**config.mk**
```make
export PLATFORM = sky130hd
export DESIGN_NAME = pc_sequencer
export DESIGN_NICKNAME = d
export VERILOG_FILES = /design/src/rtl/pc_sequencer.sv
export SDC_FILE = /design/constraint.sdc
export NUM_CORES = 1
export LEC_CHECK = 0
export CAP_MARGIN = 10
export CORE_MARGIN = 3
export CORE_UTILIZATION = 50
export DETAILED_ROUTE_END_ITERATION = 10
export PLACE_DENSITY = 0.8
export SETUP_SLACK_MARGIN = 0.2
export SYNTH_ARGS = -nofsm -noshare
export SYNTH_HDL_FRONTEND = slang
export SYNTH_SLANG_ARGS = --single-unit
```
**constraint.sdc**
```tcl
create_clock -name clk -period 2 [get_ports clk]
set_input_delay 0.5 -clock clk [delete_from_list [all_inputs] [get_ports clk]]
set_output_delay 0.5 -clock clk [all_outputs]
set_load 0.01 [all_outputs]
```
**src/rtl/pc_sequencer.sv**
```systemverilog
// Program counter owner: fetches words over req/ack and hands them to decode over valid/ready.
// mem_ack in cycle N gives instr_valid in N+1; a fetch is held until ack, a word until instr_ready.
module pc_sequencer #(
  parameter logic [15:0] RESET_VECTOR = 16'h0000,
  parameter logic [15:0] IRQ_VECTOR   = 16'h0010
) (
  input  logic        clk,
  input  logic        reset_n,
  output logic        mem_req,
  output logic [15:0] mem_addr,
  input  logic        mem_ack,
  input  logic [15:0] mem_rdata,
  output logic        instr_valid,
  output logic [15:0] instr,
  output logic [15:0] instr_pc,
  input  logic        instr_ready,
  input  logic        redirect,
  input  logic [15:0] redirect_target,
  input  logic        rti,
  input  logic        irq,
  output logic        irq_ack,
  output logic        in_isr,
  output logic [15:0] epc,
  input  logic        halt
);

  typedef enum logic [1:0] {IDLE, REQ, ISSUE} state_t;

  state_t      state, state_n;
  logic [15:0] pc, pc_n;
  logic        pend, pend_n;
  logic [15:0] pend_pc, pend_pc_n;
  logic [15:0] instr_n, instr_pc_n, epc_n;
  logic        in_isr_n, irq_ack_n;
  logic        boundary, isr_after;
  logic [15:0] nxt;

  assign mem_addr = pc;

  always_ff @(posedge clk or negedge reset_n) begin
    if (!reset_n) begin
      state       <= IDLE;
      pc          <= RESET_VECTOR;
      pend        <= 1'b0;
      pend_pc     <= 16'h0000;
      mem_req     <= 1'b0;
      instr_valid <= 1'b0;
      instr       <= 16'h0000;
      instr_pc    <= 16'h0000;
      irq_ack     <= 1'b0;
      in_isr      <= 1'b0;
      epc         <= 16'h0000;
    end else begin
      state       <= state_n;
      pc          <= pc_n;
      pend        <= pend_n;
      pend_pc     <= pend_pc_n;
      mem_req     <= (state_n == REQ);
      instr_valid <= (state_n == ISSUE);
      instr       <= instr_n;
      instr_pc    <= instr_pc_n;
      irq_ack     <= irq_ack_n;
      in_isr      <= in_isr_n;
      epc         <= epc_n;
    end
  end

  always_comb begin
    state_n    = state;
    pc_n       = pc;
    pend_n     = pend;
    pend_pc_n  = pend_pc;
    instr_n    = instr;
    instr_pc_n = instr_pc;
    epc_n      = epc;
    in_isr_n   = in_isr;
    irq_ack_n  = 1'b0;

    // redirect wins over rti; rti only releases the handler when it is the one selected
    nxt       = redirect ? redirect_target : (rti ? epc : pc);
    isr_after = in_isr & ~(rti & ~redirect);
    boundary  = (state == IDLE) ||
                ((state == ISSUE) && (instr_ready || redirect || rti));

    if (state == REQ) begin
      if (redirect) begin
        pend_n    = 1'b1;
        pend_pc_n = redirect_target;
      end else if (rti) begin
        pend_n    = 1'b1;
        pend_pc_n = epc;
        in_isr_n  = 1'b0;
      end
      if (mem_ack) begin
        if (pend_n) begin
          // stale word: refetch from the new target without presenting it to decode
          pc_n   = pend_pc_n;
          pend_n = 1'b0;
        end else begin
          instr_n    = mem_rdata;
          instr_pc_n = pc;
          pc_n       = pc + 16'd1;
          state_n    = ISSUE;
        end
      end
    end

    if (boundary) begin
      in_isr_n = isr_after;
      pc_n     = nxt;
      if (irq && !isr_after) begin
        epc_n     = nxt;
        pc_n      = IRQ_VECTOR;
        in_isr_n  = 1'b1;
        irq_ack_n = 1'b1;
      end
      state_n = halt ? IDLE : REQ;
    end
  end

endmodule

```
==> reports/metrics.cfg <==
[layout]
diodes=0
fill_cells=572
fin_util_pct=76.81
layout_common_cells=71 x dfrtp_1, 71 x clkdlybuf4s50_1, 70 x buf_4
layout.nets=656
syn_to_final_growth_pct=44.53
drive_above_1_share_pct=25.97
seqCellArea_sq_um=2197
multi_input_comb_area_sq_um=2157

[sta]
min_period_over_period_pct=91.32
setup_viol=0
skew_ns=0.01080
fmax_mhz=547.5
min_period_ns=1.826
finalHoldViolCount=0
rsz0062_at_grt=yes
tightestPinTransition_ns=0.4450
fin_ws_ns=0.1735
relSlewSlack_pct=70.22
finalMaxSlewViolations=0

[synth]
synth_area_sq_um=4498
synth_compound_area_share_pct=23.17
synth_ff_type=dfrtp_1
synth_area_leaders=dfrtp_1 48%, mux2_2 7.5%, o21ai_0 4.7%
syn_avg_cell_area_sq_um=9.996
synth_top_family_by_area=compound AO/OA/AOI/OAI gates
synthAdderAreaFrac_pct=0.2782
synth_simple_gate_area_share_pct=12.38
syn_inst=450
ys_warn_count=0
synth_area_leader_cell=dfrtp_1
synth_top_area_share_pct=48.40
synth_mux_area_share_pct=8.623
synth_xor_area_share_pct=2.142
synth_edf_count=0
synthDistinctLibCells=59
async_reset_ff_share_pct=100.0
synth_fp_nets=491
ys_ff_latch=87
yosysSeqAreaShare_pct=48.40

[worst_setup_path]
crit_type=flip-flop to flip-flop
critPathArrivalTime_ns=2.11
required_ns=2.28
crit_slowest_cell=dfrtp_1
cp-end-kind=flip-flop
r2r_setup_slack_ns=0.17
critPathLaunchType=flip-flop
rr_worst_depth=6
reg2reg_to=mem_addr[11]
path_max_fanout=7
crit_path_cell_trace=buf_4 > nand4_1 > nor3_1 > xnor2_1 > a221oi_1 > a221o_1
r2r-start=mem_addr[1]
cp_slowest_stage_delay_ns=0.36

[global_routing]
antenna_found_initial=0
first_global_vias=4371
grt_pass1_wl_mm=22.54
overflow=0
grtUsageTotal_pct=28.29
grt_max_degree=40

[clocking]
numClockSinks=87
clkSlewWorstSetupHoldPaths_ns=0.08
cts_made_buffers=9
cts_root_buf=clkbuf_8
insertion_delay_ns=0.35
cts_hold_buf=0
cts_max_level=3
cts.path.max_buffers=2
cts_tree=done

[route]
num_vias=4441
wire_per_inst_microns=19.66
route.antenna.remaining_nets=0
routed_wl_mm=14.25
dr.pass1.iters=5
viasPerCell=6.126
drc_errors=0
drt_iter0_drc=434

[power_and_ir_drop]
leakagePower_uw=0.003039
ir_drop_mv=0.7162
powerDensity_nw_per_um2=1446

[floorplanning]
placeableCoreArea_sq_um=8464
die_h_microns=100.8
io-pin-count=108
die_w_microns=100.8
die_area_sq_um=10170
fp-row-count=33
initial_core_util_pct=53.14

[job]
cap_violations=0

[placed_design]
io_buffers=107
place_hpwl_mm=10.04
pre_cts_slack_ns=-0.3137
place_congestion=0.9448

[worst_hold_path]
hold_class=input pin to async pin

[status]
status=finished clean

==> worst max-delay path, delay by kind of cell, from the launching register on <==
family | cells | cell delay (ns)
and+or+nand+nor | 2 | 0.59
AOI/OAI and AO/OA | 2 | 0.53
DFF | 1 | 0.36
buffers and inverters | 1 | 0.17
xor gates and xnor gates | 1 | 0.12
==> routing by layer <==
| metal | routed length, microns | part of all wire, % | up-vias | track usage [%] |
|---|---|---|---|---|
| met5 | 0 | 0 | - | 0 |
| met4 | 309 | 2.2 | 0 | 9.223 |
| met3 | 1456 | 10 | 39 | 6.920 |
| met2 | 6578 | 46 | 261 | 43.85 |
| met1 | 5910 | 41 | 2160 | 39.10 |
| li1 | - | - | 1981 | - |
==> final cells by class <==
class	instances	share of cell area [%]
Sequential cell	87	33.80
Multi-Input combinational cell	316	33.18
Timing Repair Buffer	183	27.06
Tap cell	105	2.021
Clock buffer	10	1.963
Inverter	18	1.039
Clock inverter	6	0.9430
==> logic make-up (layout without fill, tap and decap cells) <==
group / Yosys count / count (layout)
mux: 35 / 35
compound gates: 156 / 156
xor+xnor: 11 / 11
simple gates: 113 / 113
buf+inv: 47 / 217
flops: 87 / 87
fa+ha+maj: 1 / 1
==> state kept, by name (all words and copies together) (netlist names) <==
name         flops
instr_valid      1
state            2
epc             16
in_isr           1
irq_ack          1
instr_pc        16
mem_addr        16
pend             1
mem_req          1
pend_pc         16
instr           16
==> cell usage after synthesis (2+ instances only) <==
| master | number |
|---|---|
| nor3_1 | 5 |
| nor2_2 | 2 |
| a22o_1 | 7 |
| mux2_2 | 30 |
| inv_1 | 16 |
| o21ai_0 | 42 |
| a22oi_1 | 9 |
| buf_4 | 8 |
| mux2i_1 | 5 |
| a31oi_1 | 4 |
| nor2b_1 | 5 |
| clkbuf_1 | 6 |
| clkbuf_2 | 3 |
| nand4_1 | 3 |
| clkinv_1 | 2 |
| a2bb2oi_1 | 2 |
| o211ai_1 | 3 |
| o21a_1 | 2 |
| a21oi_1 | 31 |
| dfrtp_1 | 87 |
| a31o_2 | 2 |
| a211oi_1 | 6 |
| a221o_1 | 10 |
| xnor2_1 | 10 |
| nand2_1 | 46 |
| a221oi_1 | 10 |
| a211o_1 | 2 |
| o21ai_1 | 5 |
| nor3_2 | 2 |
| buf_2 | 12 |
| o22a_1 | 2 |
| o22ai_1 | 5 |
| o221ai_1 | 2 |
| nor2_1 | 30 |
| nand2b_1 | 3 |
| nand3_1 | 6 |
| a21o_1 | 3 |
==> power by group <==
group          internal, uW  switching [uW]
clock network           574             624
registers              2600             632
logic                  2530            2440
total                  5700            3700
==> repair_timing <==
action	CTS	global route
pin swaps	2	6
gates cloned	1	0
gates resized for setup	38	24
setup buffers	19	1
hold endpoints to repair	0	0
setup endpoints to repair	62	69
==> stage by stage <==
step	std cells	total power, uW	area (sq um)	TNS (ns)	hold WS [ns]
after floorplan	450	5428	4498	0	0.2044
after global placement	688	7703	6023	-10.10	0.4102
after detailed placement	688	7882	6023	-13.42	0.4101
after CTS	724	9352	6432	0	0.02751
after global routing	725	9950	6501	0	0.03192
final	725	9400	6501	0	0.02399
==> worst max path at each step <==
stage	slack, ns	start	endpoint
final	0.17	mem_addr[1]	mem_addr[11]
after global routing	0.16	mem_addr[2]	mem_addr[11]
after global placement	-0.26	rti	epc[12]
after floorplan	0.25	rti	mem_addr[6]
after CTS	0.19	state[0]	instr[5]
after detailed placement	-0.31	rti	mem_addr[6]
Note: power is estimated with default switching activity, not from simulation.
